File: src/rtl/sdram_phase_cal_if.sv
// sdram_phase_cal_if: CPU command, DQS sampler and DCM signals of the read-phase calibrator
interface sdram_phase_cal_if #(parameter int NLANES = 2);
  logic              pre_wcmd;
  logic [4:0]        wd;
  logic              enrd;
  logic [NLANES-1:0] dqsr90;
  logic [NLANES-1:0] dqsr270;
  logic              dcm_done;
  logic              dcm_rst;
  logic              dcm_en;
  logic              dcm_incdec;
  logic [1:0]        phase90sel;
  logic [1:0]        ph_err;
  logic [2*NLANES-1:0] lane_err;
  logic [7:0]        phase_cnt;
  logic              cal_busy;
  logic [1:0]        cal_stat;
  modport master (
    output pre_wcmd, wd, enrd, dqsr90, dqsr270, dcm_done,
    input  dcm_rst, dcm_en, dcm_incdec, phase90sel, ph_err, lane_err, phase_cnt, cal_busy, cal_stat
  );
  modport slave (
    input  pre_wcmd, wd, enrd, dqsr90, dqsr270, dcm_done,
    output dcm_rst, dcm_en, dcm_incdec, phase90sel, ph_err, lane_err, phase_cnt, cal_busy, cal_stat
  );
endinterface

File: src/rtl/sdram_phase_cal.sv
// sdram_phase_cal: DQS read-phase monitor and DCM auto-calibrator; SDRAM_PHASE_AUTO90_EN adds a coarse-phase retry at the step limit
module sdram_phase_cal #(
  parameter int NLANES   = 2,
  parameter int NSAMP_W  = 6,
  parameter int SETTLE   = 16,
  parameter int STEP_LIM = 64,
  parameter int TMO_W    = 12
) (
  input logic sclk0,
  input logic rst,
  sdram_phase_cal_if.slave bus
);
  typedef enum logic [2:0] {S_IDLE, S_CLR, S_MEAS, S_DECIDE, S_STEP, S_WAITD, S_SETL, S_LIMIT} state_t;
  localparam logic signed [7:0] LIM_P = 8'(STEP_LIM);
  localparam logic signed [7:0] LIM_N = 8'(-STEP_LIM);
  localparam logic [TMO_W-1:0] SET_END = TMO_W'(SETTLE - 1);
  state_t r_state, w_state_n;
  logic [NLANES-1:0] r_early, r_late;
  logic [NSAMP_W-1:0] r_smp;
  logic [TMO_W-1:0] r_tmo;
  logic signed [7:0] r_pc, w_pc_up, w_pc_dn;
  logic [1:0] r_p90, w_p90_n, r_stat, w_stat, r_rst_cnt;
  logic r_dcm_en, r_incdec, r_dir;
  logic w_man_dcm, w_man_step, w_man_rst, w_start, w_abort, w_step, w_clr, w_retry, w_stat_we, w_lim, w_all_edge, w_late_only;
`ifdef SDRAM_PHASE_AUTO90_EN
  logic r_lim_hit;
`endif
  assign w_man_dcm   = bus.pre_wcmd && bus.wd[1:0] != 2'd0;
  assign w_man_step  = w_man_dcm && bus.wd[1:0] != 2'd3;
  assign w_man_rst   = bus.pre_wcmd && bus.wd[1:0] == 2'd3;
  assign w_start     = bus.pre_wcmd && bus.wd[4] && r_state == S_IDLE;
  assign w_abort     = w_man_dcm && r_state != S_IDLE;
  assign w_all_edge  = &(r_early & r_late);
  assign w_late_only = |(r_late & ~r_early);
  assign w_lim       = r_pc >= LIM_P || r_pc <= LIM_N;
  assign w_clr       = bus.pre_wcmd || r_state == S_CLR || w_step;
  assign w_pc_up     = r_pc == 8'sh7f ? r_pc : r_pc + 8'sd1;
  assign w_pc_dn     = r_pc == 8'sh80 ? r_pc : r_pc - 8'sd1;
  assign w_p90_n     = !bus.pre_wcmd || bus.wd[3:2] == 2'd0 ? (w_retry ? (r_dir ? r_p90 + 2'd1 : r_p90 - 2'd1) : r_p90)
                     : bus.wd[3:2] == 2'd1 ? r_p90 + 2'd1 : bus.wd[3:2] == 2'd2 ? r_p90 - 2'd1 : 2'd0;
  // search state register; reset drops any search immediately
  always_ff @(posedge sclk0) r_state <= rst ? S_IDLE : w_state_n;
  // search sequencing: a manual DCM command always aborts, terminal results land in cal_stat on the way to IDLE
  always_comb begin
    w_state_n = r_state;
    w_step    = 1'b0;
    w_retry   = 1'b0;
    w_stat_we = 1'b0;
    w_stat    = 2'd0;
    if (w_abort) begin
      w_state_n = S_IDLE;
      w_stat_we = 1'b1;
    end else begin
      case (r_state)
        S_IDLE: if (w_start) begin
          w_state_n = S_CLR;
          w_stat_we = 1'b1;
        end
        S_CLR: w_state_n = S_MEAS;
        S_MEAS: if (bus.enrd && &r_smp) w_state_n = S_DECIDE;
          else if (&r_tmo) begin
            w_state_n = S_IDLE;
            w_stat_we = 1'b1;
            w_stat    = 2'd3;
          end
        S_DECIDE: if (w_all_edge) begin
          w_state_n = S_IDLE;
          w_stat_we = 1'b1;
          w_stat    = 2'd1;
        end else w_state_n = w_lim ? S_LIMIT : S_STEP;
        S_STEP: begin
          w_step    = 1'b1;
          w_state_n = S_WAITD;
        end
        S_WAITD: if (bus.dcm_done) w_state_n = S_SETL;
          else if (&r_tmo) begin
            w_state_n = S_IDLE;
            w_stat_we = 1'b1;
            w_stat    = 2'd3;
          end
        S_SETL: if (r_tmo == SET_END) w_state_n = S_CLR;
`ifdef SDRAM_PHASE_AUTO90_EN
        S_LIMIT: if (r_lim_hit) begin
          w_state_n = S_IDLE;
          w_stat_we = 1'b1;
          w_stat    = 2'd2;
        end else begin
          w_retry   = 1'b1;
          w_state_n = S_CLR;
        end
`else
        S_LIMIT: begin
          w_state_n = S_IDLE;
          w_stat_we = 1'b1;
          w_stat    = 2'd2;
        end
`endif
        default: w_state_n = S_IDLE;
      endcase
    end
  end
`ifdef SDRAM_PHASE_AUTO90_EN
  // remembers a coarse-phase retry so a second limit in the same search fails
  always_ff @(posedge sclk0) r_lim_hit <= rst || w_start ? 1'b0 : w_retry ? 1'b1 : r_lim_hit;
`endif
  // sample counter for MEAS; shared timer restarts on every state change (MEAS/WAITD timeout, SETTLE delay)
  always_ff @(posedge sclk0) begin
    r_smp <= rst || r_state != S_MEAS ? '0 : r_smp + NSAMP_W'(bus.enrd);
    r_tmo <= rst || w_state_n != r_state ? '0 : r_tmo + 1'b1;
  end
  // sticky per-lane early/late flags; a clear beats a same-cycle set
  always_ff @(posedge sclk0)
    if (rst || w_clr) begin
      r_early <= '0;
      r_late  <= '0;
    end else if (bus.enrd) begin
      r_late  <= r_late | bus.dqsr90 | ~bus.dqsr270;
      r_early <= r_early | ~bus.dqsr90 | bus.dqsr270;
    end
  // DCM step/reset outputs, phase bookkeeping and search result
  always_ff @(posedge sclk0)
    if (rst) begin
      r_dcm_en  <= 1'b0;
      r_incdec  <= 1'b0;
      r_rst_cnt <= 2'd0;
      r_pc      <= 8'sd0;
      r_p90     <= 2'd0;
      r_dir     <= 1'b0;
      r_stat    <= 2'd0;
    end else begin
      r_dcm_en  <= w_man_step || w_step;
      r_incdec  <= w_man_step ? bus.wd[0] : w_step ? r_dir : r_incdec;
      r_rst_cnt <= w_man_rst || w_retry ? 2'd3 : r_rst_cnt != 2'd0 ? r_rst_cnt - 2'd1 : 2'd0;
      r_pc      <= w_man_rst || w_retry ? 8'sd0 : w_man_step ? (bus.wd[0] ? w_pc_up : w_pc_dn)
                 : w_step ? (r_dir ? w_pc_up : w_pc_dn) : r_pc;
      r_p90     <= w_p90_n;
      r_dir     <= r_state == S_DECIDE ? !w_late_only : r_dir;
      r_stat    <= w_stat_we ? w_stat : r_stat;
    end
  for (genvar i = 0; i < NLANES; i++) begin : g_lane
    assign bus.lane_err[2*i+1:2*i] = {r_early[i], r_late[i]};
  end
  assign bus.dcm_rst    = r_rst_cnt != 2'd0;
  assign bus.dcm_en     = r_dcm_en;
  assign bus.dcm_incdec = r_incdec;
  assign bus.phase90sel = r_p90;
  assign bus.ph_err     = {|r_early, |r_late};
  assign bus.phase_cnt  = r_pc;
  assign bus.cal_busy   = r_state != S_IDLE;
  assign bus.cal_stat   = r_stat;
endmodule

File: src/flat_wrapper.sv
// flat-port wrapper written by rule: the top's interface ports become plain ports
module sdram_phase_cal_flat 
#(
  parameter int NLANES   = 2,
  parameter int NSAMP_W  = 6,
  parameter int SETTLE   = 16,
  parameter int STEP_LIM = 64,
  parameter int TMO_W    = 12
)
  (sclk0, rst, bus_pre_wcmd, bus_wd, bus_enrd, bus_dqsr90, bus_dqsr270, bus_dcm_done, bus_dcm_rst, bus_dcm_en, bus_dcm_incdec, bus_phase90sel, bus_ph_err, bus_lane_err, bus_phase_cnt, bus_cal_busy, bus_cal_stat);
  sdram_phase_cal_if #(.NLANES(NLANES)) bus_i ();
  input logic sclk0;
  input logic rst;
  input wire logic [$bits(bus_i.pre_wcmd)-1:0] bus_pre_wcmd;
  input wire logic [$bits(bus_i.wd)-1:0] bus_wd;
  input wire logic [$bits(bus_i.enrd)-1:0] bus_enrd;
  input wire logic [$bits(bus_i.dqsr90)-1:0] bus_dqsr90;
  input wire logic [$bits(bus_i.dqsr270)-1:0] bus_dqsr270;
  input wire logic [$bits(bus_i.dcm_done)-1:0] bus_dcm_done;
  output wire logic [$bits(bus_i.dcm_rst)-1:0] bus_dcm_rst;
  output wire logic [$bits(bus_i.dcm_en)-1:0] bus_dcm_en;
  output wire logic [$bits(bus_i.dcm_incdec)-1:0] bus_dcm_incdec;
  output wire logic [$bits(bus_i.phase90sel)-1:0] bus_phase90sel;
  output wire logic [$bits(bus_i.ph_err)-1:0] bus_ph_err;
  output wire logic [$bits(bus_i.lane_err)-1:0] bus_lane_err;
  output wire logic [$bits(bus_i.phase_cnt)-1:0] bus_phase_cnt;
  output wire logic [$bits(bus_i.cal_busy)-1:0] bus_cal_busy;
  output wire logic [$bits(bus_i.cal_stat)-1:0] bus_cal_stat;
  assign bus_i.pre_wcmd = bus_pre_wcmd;
  assign bus_i.wd = bus_wd;
  assign bus_i.enrd = bus_enrd;
  assign bus_i.dqsr90 = bus_dqsr90;
  assign bus_i.dqsr270 = bus_dqsr270;
  assign bus_i.dcm_done = bus_dcm_done;
  assign bus_dcm_rst = bus_i.dcm_rst;
  assign bus_dcm_en = bus_i.dcm_en;
  assign bus_dcm_incdec = bus_i.dcm_incdec;
  assign bus_phase90sel = bus_i.phase90sel;
  assign bus_ph_err = bus_i.ph_err;
  assign bus_lane_err = bus_i.lane_err;
  assign bus_phase_cnt = bus_i.phase_cnt;
  assign bus_cal_busy = bus_i.cal_busy;
  assign bus_cal_stat = bus_i.cal_stat;
  sdram_phase_cal #(.NLANES(NLANES), .NSAMP_W(NSAMP_W), .SETTLE(SETTLE), .STEP_LIM(STEP_LIM), .TMO_W(TMO_W)) u_core (.sclk0(sclk0), .rst(rst), .bus(bus_i));
endmodule
File: config.mk
export PLATFORM = sky130hd
export DESIGN_NAME = sdram_phase_cal_flat
export DESIGN_NICKNAME = d
export VERILOG_FILES = /design/src/rtl/sdram_phase_cal_if.sv /design/src/rtl/sdram_phase_cal.sv /design/src/flat_wrapper.sv
export SDC_FILE = /design/constraint.sdc
export NUM_CORES = 1
export LEC_CHECK = 0
export ABC_CLOCK_PERIOD_IN_PS = 2000
export CELL_PAD_IN_SITES_DETAIL_PLACEMENT = 1
export CELL_PAD_IN_SITES_GLOBAL_PLACEMENT = 1
export CORE_MARGIN = 5
export CORE_UTILIZATION = 37
export CTS_BUF_LIST = sky130_fd_sc_hd__clkbuf_4
export CTS_CLUSTER_DIAMETER = 60
export CTS_CLUSTER_SIZE = 24
export DETAILED_ROUTE_END_ITERATION = 10
export PLACE_DENSITY = 0.87
export SYNTH_ARGS = -nofsm -noshare
export SYNTH_HDL_FRONTEND = slang
export SYNTH_SLANG_ARGS = --single-unit
File: constraint.sdc
create_clock -name sclk0 -period 2 [get_ports sclk0]
set_input_delay 0.3 -clock sclk0 [delete_from_list [all_inputs] [get_ports sclk0]]
set_output_delay 0.3 -clock sclk0 [all_outputs]
set_load 0.01 [all_outputs]
* Word level (Yosys, flattened, before mapping)
Cells that the tools add are included.
Widths: inputs -> output; s select.
** Storage, ports and cells
- Bits in registers :: 42
- Latch bits :: 0
- Bits in writable memories :: 0
- Memory bits (read-only) :: 0
- Bits of input ports :: 14
- Output and inout port bits :: 22
- Word-level logic and storage cells :: 112
- Memories :: 0
** Operators by class
- Add/sub/neg operators :: 7
- Multiply operators :: 0
- Div/mod/pow operators :: 0
- Magnitude comparators :: 2
- Equal/unequal tests :: 16
- Shifts and indexed selects :: 0
- Multiplexer cells :: 36
- Bitwise operators :: 9
- Reductions and logical operators :: 30
** Operator list (count)
- $mux 8 :: 6
- $pmux 3 s8 :: 1
- $mux 3 :: 7
- $mux 2 :: 9
- $eq 8x8->1 const B :: 2
- $add 12x1->12 const B :: 1
- $eq 12x4->1 const B :: 1
- $eq 3x3->1 const B :: 4
- $reduce_and 12->1 :: 1
- $mux 1 :: 11
- $add 8x2->8 const B :: 1
- $ge 8x8->1 const B :: 1
- $le 8x7->1 const B :: 1
- $logic_or 1x1->1 :: 8
- $or 2x2->2 :: 4
- $pmux 2 s4 :: 1
- $reduce_or 2->1 :: 4
- $sub 8x2->8 const B :: 1
- $logic_and 1x1->1 :: 7
- $add 6x1->6 :: 1
- $eq 3x2->1 const B :: 2
- $not 2->2 :: 3
- $reduce_and 6->1 :: 1
- $reduce_bool 2->1 :: 3
- other kinds (15) :: 19

* Longest topological paths before layout
Gate-level depths: netlist of the first run.
- Depth in word-level cells :: 8
- Gate-level depth with buffers :: 9
- Depth with buffers taken out :: 8

* Least setup slack after synthesis of the first run
OpenSTA, ideal clock, no wires.
- Path kind :: register -> register
- From :: register u_core.r_tmo[0]
- To :: register u_core.r_tmo[2]
- Setup time :: 0.119 ns
- Arrival :: 2.081 ns
- Required time :: 1.881 ns
- Path slack :: -0.200 ns
- Cell stages (with the launch flop) :: 9
- Buffers on the path :: 1
- Clock period less this slack :: 2.200 ns
- Path through :: dfxtp_1 -> ha_1 -> nand3_1 -> or3_4 -> a221o_1 -> nand2b_4 -> a311oi_2 -> buf_6 -> nor3_1
** Between the ends
- Cells in the longest elaborated chain, start to end :: 7
- Elaborated cells on any way between the ends :: 11
- Classes of those cells :: add/sub: 1; eq/ne: 2; mux: 6; reduce/logical: 2
** RTL lines
- from (decl) :: line sdram_phase_cal.sv:20 : logic [TMO_W-1:0] r_tmo;
- from (signal assigned) :: line sdram_phase_cal.sv:109 : r_tmo <= rst || w_state_n != r_state ? '0 : r_tmo + 1'b1;
- $reduce_and 12->1 :: line sdram_phase_cal.sv:61, sdram_phase_cal.sv:76
- $mux 3 :: line sdram_phase_cal.sv:61, sdram_phase_cal.sv:76
- $mux 3, on equally long branches :: line sdram_phase_cal.sv:75, sdram_phase_cal.sv:60
- $pmux 3 s8 :: line sdram_phase_cal.sv:54 : case (r_state)
- $mux 3 :: line sdram_phase_cal.sv:50 : if (w_abort) begin
- $ne 3x3->1 :: line sdram_phase_cal.sv:109
- $logic_or 1x1->1 :: line sdram_phase_cal.sv:109
Parallel ways exist; a longest one is shown, timed or not.
A chain may end at the register's enable or synchronous reset.

* Worst setup path after layout of the first run
- From :: register u_core.r_tmo[5]
- To :: register u_core.r_tmo[11]
Same word-level chain as after synthesis.

==> metrics.cfg, run 1 <==
[finish]
final_area_sq_um = 3605
final_cells = 485
diodes = 0
most-common-layout-cells = buf_4, nor2_1, clkdlybuf4s50_1
final_nets = 426
synthToLayoutAreaGrowth_pct = 50.21
layout_commonest_cell = buf_4
fillers = 774
drive_gt1_share_pct = 30.15

[logic_synthesis]
synth-seq-cells = 42
ys_warn_count = 0
syn_avg_cell_area_sq_um = 7.792
syn_area_sq_um = 2400
ys_types = 55
synth-main-ff-cell = dfxtp_1
synth.yosys.seq_area_share_pct = 35.04
synth_cells = 308
synth_edf_count = 0
synth_fp_nets = 327
async_reset_ff_share_pct = 0
synth.area.top_cells = dfxtp_1, nor2_1, a21oi_1, nor3_1, xnor2_1
synth_top_area_share_pct = 35.04
synth_top_area_cell = dfxtp_1

[worst_hold_path]
hp-class = register to register

[clock_network]
cts_num_sinks = 42
clkTransAtPathRegs_ns = 0.14
cts_buffer_depth = 2
hold_buffers = 0
cts-root-buf = clkbuf_4
htree_levels = 2
cts_buffers = 5
clk_latency_ns = 0.36
cts_tree = yes

[floorplanning]
ioPinCount = 36
num_rows = 29
start_util_pct = 38.01
die_h_microns = 90.54
die_w_microns = 90.54
coreArea_sq_um = 6314
die-area_sq_um = 8197

[sta]
max_freq_ghz = 0.4621
fin_ws_ns = -0.1639
skew_ns = 0.01041
period_minus_slack_ns = 2.164
rsz0062_at_grt = yes
relSlewSlack_pct = 53.83
timing.final.crit_share_pct = 108.2
worst_pin_slew_ns = 0.6853
setup_viol = 13
final-hold-violation-count = 0
drv_slew = 0

[power_and_ir_drop]
seqPwrFrac_pct = 44.0
combPwrFrac_pct = 29.0
power_frac_clock_pct = 27.0
p_leak_nw = 1.392
power_density_nw_per_um2 = 571.8
netSwitchingFraction_pct = 30.98
peakVddDrop_mv = 0.3671
total_power_mw = 2.061
p_switching_uw = 638.5
p_int_mw = 1.423

[worst_setup_path]
end_kind = register
cp_max_fo = 12
start_kind = register
critPathRequiredTime_ns = 2.28
rrSetupSlack_ns = -0.16
arrival_ns = 2.44
worstSetupPathType = register to register

[placed_design]
dpl.hpwl_microns = 6448
place.gp.congestion = 0.9356
numPortBuffers = 35
dp_cells = 474
placed_area_sq_um = 3349

[global_route]
groute.usage.overall_pct = 22.14
grt_start_max_net_pins = 16
grt_pass1_vias = 3019
grt_overflow = 0
grt_pass1_wl_microns = 15100
antenna_found_initial = 0

[route]
wire_per_inst_microns = 20.60
highest_layer = met4
drc_errors = 0
final_antenna_net_count = 0
wl_met1_microns = 4326
firstDrtPassIters = 4
routed_via_density = 5.911
first_iter_violations = 188
met2WireLength_microns = 5058
met3_length_microns = 400
vias = 2867
drt_wl_total_microns = 9992

[status]
status = complete, but fails checks
violations = setup timing

[run]
maxCapViolations = 0

[per-layer routing]
metal  up-vias  global-route usage, %
met1      1441                  26.31
met2        93                  39.10
met5         -                      0
met3        23                  4.917
met4         0                  7.072
li1       1310                      -
[synth_stat cells, types with 2 or more instances]
| library cell | number |
|---|---|
| inv_1 | 15 |
| nand3_1 | 17 |
| a2bb2oi_1 | 2 |
| a21oi_1 | 27 |
| a211oi_1 | 3 |
| nor3_1 | 24 |
| nand2b_1 | 8 |
| nor2_1 | 37 |
| or2_2 | 4 |
| nor3b_1 | 2 |
| xnor2_1 | 10 |
| nor4_1 | 3 |
| nand2_1 | 13 |
| xor2_1 | 7 |
| ha_1 | 5 |
| o211ai_1 | 3 |
| o21a_1 | 2 |
| a32oi_1 | 3 |
| nand4_1 | 7 |
| and3_1 | 7 |
| a31oi_1 | 3 |
| a221o_1 | 2 |
| nand3b_1 | 3 |
| dfxtp_1 | 42 |
| o21ai_0 | 17 |
| clkbuf_1 | 10 |
| nor2b_1 | 4 |
[power groups by stage]
stage	registers [mW]	logic (mW)	clock network [mW]
6_report	0.907	0.598	0.556
5_1_grt	0.912	0.636	0.606
4_1_cts	0.902	0.549	0.568
3_5_place_dp	0.920	0.527	0
3_3_place_gp	0.917	0.501	0
2_1_floorplan	0.935	0.227	0
[sequential cells by signal, summed over array words and instances, names as in the netlist]
register	flops
u_core.bus.dcm_en	1
u_core.r_dir	1
u_core.r_smp	6
u_core.bus.cal_stat	2
u_core.r_late	2
u_core.r_rst_cnt	2
u_core.bus.dcm_incdec	1
u_core.r_early	2
u_core.bus.phase_cnt	8
u_core.r_state	3
u_core.r_tmo	12
u_core.bus.phase90sel	2
[what timing repair did]
action / in CTS / in global routing
cloned: 0 / 0
gates resized for setup: 17 / 20
buffers inserted: 2 / 1
setup endpoints to repair: 15 / 18
pin swaps: 1 / 2
[cell type report]
class | instances | area, sq um | area share [%]
Inverter | 15 | 56.30 | 1.562
Timing Repair Buffer | 105 | 902.1 | 25.03
Multi-Input combinational cell | 238 | 1619 | 44.91
Sequential cell | 42 | 853.3 | 23.67
Tap cell | 77 | 96.34 | 2.673
Clock buffer | 5 | 37.54 | 1.041
Clock inverter | 3 | 40.04 | 1.111
[path summary, 6_finish.rpt]
path | start | endpoint | depth (start not counted)
setup / recovery | u_core.r_tmo[5]$_SDFF_PP0_ | u_core.r_tmo[11]$_SDFF_PP0_ | 7
hold / removal | u_core.r_rst_cnt[1]$_SDFF_PP0_ | u_core.r_rst_cnt[1]$_SDFF_PP0_ | 2
setup reg to reg | u_core.r_tmo[5]$_SDFF_PP0_ | u_core.r_tmo[11]$_SDFF_PP0_ | 7
hold reg to reg | u_core.r_rst_cnt[1]$_SDFF_PP0_ | u_core.r_rst_cnt[1]$_SDFF_PP0_ | 2
[worst max-delay path: stages (launching register included)]
cell	delay, ns
dfxtp_1	0.37
nor4_2	0.42
nand3_1	0.23
a221oi_4	0.38
a211o_1	0.20
o2111ai_2	0.13
buf_12	0.19
nor3_1	0.17
[stage by stage]
step	utilization, %	hold slack [ns]	setup slack, ns	setup TNS, ns
after floorplan	-	0.3768	0.007598	0
after global placement	53.05	0.4469	-0.1042	-1.551
after detailed placement	53.05	0.4691	-0.2722	-3.983
after CTS	55.73	0.4874	-0.1394	-1.531
after global routing	57.09	0.5160	-0.3089	-3.421
final	57.09	0.4853	-0.1639	-1.806
[cell families after synthesis]
family          count (synthesis)  synth area share (%)
fa+ha+maj                       5                 2.607
buf+inv                        28                 4.744
mux                             1                0.4692
flops                          42                 35.04
xor+xnor                       17                 6.204
simple gates                  137                 29.77
compound gates                 78                 21.17
Note: power is estimated with default switching activity, not from simulation.
==> run 2: changes to the inputs <==
--- a/config.mk
+++ b/config.mk
@@ -8,12 +8,13 @@
 export ABC_CLOCK_PERIOD_IN_PS = 2000
 export CELL_PAD_IN_SITES_DETAIL_PLACEMENT = 1
 export CELL_PAD_IN_SITES_GLOBAL_PLACEMENT = 1
-export CORE_MARGIN = 5
+export CORE_MARGIN = 1
 export CORE_UTILIZATION = 37
 export CTS_BUF_LIST = sky130_fd_sc_hd__clkbuf_4
 export CTS_CLUSTER_DIAMETER = 60
 export CTS_CLUSTER_SIZE = 24
 export DETAILED_ROUTE_END_ITERATION = 10
+export MAX_ROUTING_LAYER = met4
 export PLACE_DENSITY = 0.87
 export SYNTH_ARGS = -nofsm -noshare
 export SYNTH_HDL_FRONTEND = slang
==> metrics.cfg, run 2 (same netlist as run 1, synthesis figures left out) <==
[status]
status = complete, but fails checks
violations = setup timing

[finish]
final_cells = 477  ; -1.6%
final_area_sq_um = 3558  ; -1.3%
regArea_sq_um = 852.1  ; -0.15%
multi_input_area_sq_um = 1648  ; +1.8%
final_nets = 420  ; -1.4%
diodes = 0  ; unchanged
synthToLayoutAreaGrowth_pct = 48.28
most-common-layout-cells = buf_4, nor2_1, dfxtp_1
fillers = 748  ; -3.4%
final_util_pct = 58.37  ; +1.3 points
drive_gt1_share_pct = 28.11  ; -2.0 points
largest-register = u_core.r_tmo
largest_reg_flops = 12  ; unchanged
layout_commonest_cell = buf_4

[power_and_ir_drop]
power_frac_clock_pct = 23.4  ; -3.6 points
combPwrFrac_pct = 30.1  ; +1.1 points
p_int_mw = 1.284  ; -9.7%
seqPwrFrac_pct = 46.5  ; +2.5 points
peakVddDrop_mv = 0.3022  ; -18%
p_switching_uw = 660.9  ; +3.5%
netSwitchingFraction_pct = 33.97  ; +3.0 points
power_density_nw_per_um2 = 546.6  ; -4.4%
p_leak_nw = 1.364  ; -2.0%
total_power_mw = 1.945  ; -5.6%

[worst_setup_path]
start_kind = register
worstSetupPathType = register to register
end_kind = register
arrival_ns = 2.48  ; +0.04 ns
cp_max_fo = 12  ; unchanged
critPathRequiredTime_ns = 2.28  ; about the same

[sta]
skew_ns = 0.01591  ; +0.005493 ns
worst_pin_slew_ns = 0.6782  ; -0.007064 ns
final-hold-violation-count = 0  ; unchanged
max_freq_ghz = 0.4555  ; -1.4%
timing.final.crit_share_pct = 109.8  ; +1.6 points
drv_slew = 0  ; unchanged
fin_ws_ns = -0.1952  ; -0.03136 ns
rsz0062_at_grt = yes
hold-worst-slack_ns = 0.4818  ; -0.003516 ns
setup-tns-final_ns = -2.190  ; -0.3843 ns
period_minus_slack_ns = 2.195  ; +0.03136 ns
relSlewSlack_pct = 54.31  ; +0.48 points
setup_viol = 12  ; -1

[clock_network]
cts-root-buf = clkbuf_4
cts_buffers = 5  ; unchanged
cts_tree = yes
cts_num_sinks = 42  ; unchanged
clkTransAtPathRegs_ns = 0.15  ; about the same
hold_buffers = 0  ; unchanged
htree_levels = 2  ; unchanged
cts_buffer_depth = 2  ; unchanged
clk_latency_ns = 0.39  ; +0.03 ns

[placed_design]
dpl.hpwl_microns = 5878  ; -8.8%
place.gp.congestion = 0.8543  ; -8.7%
pre_cts_ws_ns = -0.3427  ; -0.07049 ns
placed_area_sq_um = 3302  ; -1.4%
dp_cells = 466  ; -1.7%
numPortBuffers = 35  ; unchanged

[route]
first_iter_violations = 188  ; unchanged
final_antenna_net_count = 0  ; unchanged
firstDrtPassIters = 4  ; unchanged
vias = 2802  ; -2.3%
drt_wl_total_microns = 9581  ; -4.1%
wire_per_inst_microns = 20.09  ; -2.5%
drc_errors = 0  ; unchanged
routed_via_density = 5.874  ; -0.63%

[global_route]
grt_pass1_wl_microns = 14260  ; -5.6%
grt_start_max_net_pins = 14  ; -2
grt_overflow = 0  ; unchanged
grt_pass1_vias = 2871  ; -4.9%
antenna_found_initial = 0  ; unchanged
groute.usage.overall_pct = 29.03  ; +6.9 points

[floorplanning]
num_rows = 28  ; -3.4%
ioPinCount = 36  ; unchanged
coreArea_sq_um = 6096  ; -3.4%
die_h_microns = 82.54  ; -8.8%
die-area_sq_um = 6812  ; -17%
start_util_pct = 39.37  ; +1.4 points
die_w_microns = 82.54  ; -8.8%

[worst_hold_path]
hp-class = register to register

[run]
maxCapViolations = 0  ; unchanged

-- run 2: power groups by stage --
stage               registers, mW  clock network, mW  logic, mW
floorplan                   0.935                  0      0.227
global placement            0.917                  0      0.495
detailed placement          0.920                  0      0.518
CTS                         0.901              0.438      0.527
global route                0.909              0.486      0.624
finish                      0.905              0.455      0.585
-- run 2: area by class of cell --
class	count	area share, %
multi-input cells	238	46.31
repair buffers	99	24.02
flip-flops and latches	42	23.95
well taps	75	2.637
inverters	15	1.582
clock buffers	5	1.055
clock inverters	3	0.4571
-- run 2: routing by layer --
metal,routed length (microns),global-route usage (%)
met1,4093,35.13
met2,4717,46.53
met3,451,5.495
met4,318,13.62
met5,0,-
-- run 2: repair_timing --
item | CTS | global route
setup endpoints to repair | 13 | 21
hold endpoints to repair | 0 | 0
cloned | 0 | 0
buffers inserted | 2 | 1
pin swaps | 1 | 4
gates resized for setup | 10 | 26
-- run 2: critical path, stage by stage (launching register included) --
cell and delay [ns]:
dfxtp_1 0.50, nand3_4 0.11, or3_4 0.45, a221o_1 0.37
nand2b_4 0.17, a311oi_4 0.26, buf_12 0.18, nor3_1 0.05
-- run 2: worst paths after layout --
path                             startpoint                        endpoint  slack [ns]  depth (start not counted)
max              u_core.r_tmo[2]$_SDFF_PP0_      u_core.r_tmo[9]$_SDFF_PP0_       -0.20                          7
min          u_core.r_rst_cnt[1]$_SDFF_PP0_  u_core.r_rst_cnt[1]$_SDFF_PP0_        0.48                          2
max reg2reg      u_core.r_tmo[2]$_SDFF_PP0_      u_core.r_tmo[9]$_SDFF_PP0_       -0.20                          7
min reg2reg  u_core.r_rst_cnt[1]$_SDFF_PP0_  u_core.r_rst_cnt[1]$_SDFF_PP0_        0.48                          2
==> run 3: changes to the inputs <==
--- a/config.mk
+++ b/config.mk
@@ -14,8 +14,8 @@
 export CTS_CLUSTER_DIAMETER = 60
 export CTS_CLUSTER_SIZE = 24
 export DETAILED_ROUTE_END_ITERATION = 10
-export MAX_ROUTING_LAYER = met4
 export PLACE_DENSITY = 0.87
+export REMOVE_ABC_BUFFERS = 1
 export SYNTH_ARGS = -nofsm -noshare
 export SYNTH_HDL_FRONTEND = slang
 export SYNTH_SLANG_ARGS = --single-unit
==> metrics.cfg, run 3 (same netlist as run 1, synthesis figures left out) <==
[status]
status = complete, but fails checks
violations = setup timing

[worst_setup_path]
reg2regPathDepth = 8  ; +1
rrSetupSlack_ns = -0.19  ; about the same
cp_max_fo = 6  ; -6
arrival_ns = 2.46  ; -0.02 ns
timing.rr.start = u_core.r_tmo[1]$_SDFF_PP0_
critPathRequiredTime_ns = 2.27  ; about the same
worstSetupPathType = register to register
end_kind = register
worstReg2RegEnd = u_core.r_tmo[4]$_SDFF_PP0_
start_kind = register

[power_and_ir_drop]
p_int_mw = 1.301  ; +1.3%
power_density_nw_per_um2 = 544.5  ; -0.39%
peakVddDrop_mv = 0.4111  ; +36%
combPwrFrac_pct = 30.3  ; +0.2 points
seqPwrFrac_pct = 46.6  ; about the same
p_leak_nw = 1.369  ; +0.37%
netSwitchingFraction_pct = 32.51  ; -1.5 points
p_switching_uw = 626.9  ; -5.1%
power_frac_clock_pct = 23.1  ; -0.3 points

[placed_design]
dp_cells = 472  ; +1.3%
numPortBuffers = 35  ; unchanged
pre_cts_ws_ns = -0.2978  ; +0.04493 ns
dpl.hpwl_microns = 5988  ; +1.9%
place.gp.congestion = 0.8115  ; -5.0%

[route]
wire_per_inst_microns = 17.30  ; -14%
first_iter_violations = 76  ; -60%
drt_wl_total_microns = 8338  ; -13%
firstDrtPassIters = 4  ; unchanged
vias = 2721  ; -2.9%
routed_via_density = 5.645  ; -3.9%
final_antenna_net_count = 0  ; unchanged
drc_errors = 0  ; unchanged

[sta]
setup_viol = 12  ; unchanged
drv_slew = 0  ; unchanged
relSlewSlack_pct = 68.60  ; +14 points
final-hold-violation-count = 0  ; unchanged
worst_pin_slew_ns = 0.4675  ; -0.2107 ns
max_freq_ghz = 0.4574  ; +0.41%
rsz0062_at_grt = yes
period_minus_slack_ns = 2.186  ; -0.009026 ns
timing.final.crit_share_pct = 109.3  ; -0.45 points
skew_ns = 0.01446  ; -0.001446 ns
fin_ws_ns = -0.1862  ; +0.009026 ns
setup-tns-final_ns = -2.155  ; +0.03542 ns

[global_route]
grt_pass1_wl_microns = 13140  ; -7.8%
antenna_found_initial = 0  ; unchanged
grt_start_max_net_pins = 14  ; unchanged
grt_overflow = 0  ; unchanged
grt_pass1_vias = 2814  ; -2.0%
groute.usage.overall_pct = 25.60  ; -3.4 points

[finish]
multi_input_area_sq_um = 1603  ; -2.7%
most-common-layout-cells = buf_4, dfxtp_1, nor2_1
final_nets = 425  ; +1.2%
layout_commonest_cell = buf_4
final_cells = 482  ; +1.0%
synthToLayoutAreaGrowth_pct = 47.55
largest-register = u_core.r_tmo
largest_reg_flops = 12  ; unchanged
regArea_sq_um = 844.6  ; -0.88%
drive_gt1_share_pct = 28.26  ; +0.15 points
fillers = 758  ; +1.3%
diodes = 0  ; unchanged

[worst_hold_path]
hold_depth = 2  ; unchanged
hp-class = register to register
min_to = u_core.bus.dcm_incdec$_SDFFE_PP0P_
hp-start = u_core.bus.dcm_incdec$_SDFFE_PP0P_

[floorplanning]
num_rows = 28  ; unchanged
die_w_microns = 82.54  ; unchanged
die-area_sq_um = 6812  ; unchanged
coreArea_sq_um = 6096  ; unchanged
ioPinCount = 36  ; unchanged
die_h_microns = 82.54  ; unchanged
start_util_pct = 39.37  ; unchanged

[clock_network]
clkTransAtPathRegs_ns = 0.14  ; about the same
cts-root-buf = clkbuf_4
htree_levels = 2  ; unchanged
clk_latency_ns = 0.37  ; -0.02 ns
hold_buffers = 0  ; unchanged
cts_buffers = 5  ; unchanged
cts_num_sinks = 42  ; unchanged
cts_tree = yes
cts_buffer_depth = 2  ; unchanged

[run]
maxCapViolations = 0  ; unchanged

-- run 3: power by group through the flow --
stage               logic (mW)  registers [mW]  clock network (mW)
finish                   0.584           0.898               0.446
global route             0.631           0.902               0.479
CTS                      0.550           0.896               0.450
detailed placement       0.514           0.912                   0
global placement         0.486           0.910                   0
floorplan                0.198           0.941                   0
-- run 3: worst max-delay path by stage --
stage	from	end	slack [ns]	cells past startpoint
finish	u_core.r_tmo[1]$_SDFF_PP0_	u_core.r_tmo[4]$_SDFF_PP0_	-0.19	8
global route	u_core.r_tmo[1]$_SDFF_PP0_	u_core.r_tmo[3]$_SDFF_PP0_	-0.25	8
CTS	u_core.r_tmo[1]$_SDFF_PP0_	u_core.r_tmo[4]$_SDFF_PP0_	-0.17	8
detailed placement	bus_pre_wcmd	u_core.r_tmo[8]$_SDFF_PP0_	-0.30	8
global placement	bus_pre_wcmd	u_core.bus.phase_cnt[3]$_SDFFE_PP0P_	-0.20	8
floorplan	u_core.r_tmo[0]$_SDFF_PP0_	u_core.r_tmo[11]$_SDFF_PP0_	-0.40	7
-- run 3: routing by layer --
| metal | track usage, % | wire, microns |
|---|---|---|
| met3 | 4.725 | 267 |
| met4 | 8.793 | 111 |
| met2 | 48.84 | 4495 |
| met1 | 28.07 | 3464 |
| met5 | 0 | 0 |
-- run 3: worst max-delay path, stage by stage (launching register included) --
cell and delay, ns:
dfxtp_2 0.37, ha_4 0.15, nand3_2 0.08, or3_4 0.41, a221o_1 0.37, nand2b_4 0.17, a311oi_4 0.30, buf_6 0.19
nor3_1 0.06
-- run 3: repair_timing --
action	4_1_cts	5_1_grt
gates resized for setup	22	18
endpoints found under the setup margin	15	18
gates cloned	1	0
setup buffers	1	0
pin swaps	6	4
-- run 3: per-stage QoR --
step,utilization (%),power (mW),hold slack [ns],area (sq um)
4_1_cts,56.94,1.896,0.4864,3471
3_5_place_dp,54.17,1.426,0.4603,3302
5_1_grt,58.09,2.013,0.5103,3541
6_report,58.09,1.928,0.4803,3541
2_1_floorplan,-,1.139,0.3691,2342
3_3_place_gp,54.17,1.396,0.4516,3302
-- run 3: layout make-up --
class	count	area share, %
clock inverters	3	0.4594
repair buffers	104	25.12
clock buffers	5	1.060
inverters	15	1.590
multi-input cells	238	45.27
flip-flops and latches	42	23.85
well taps	75	2.650
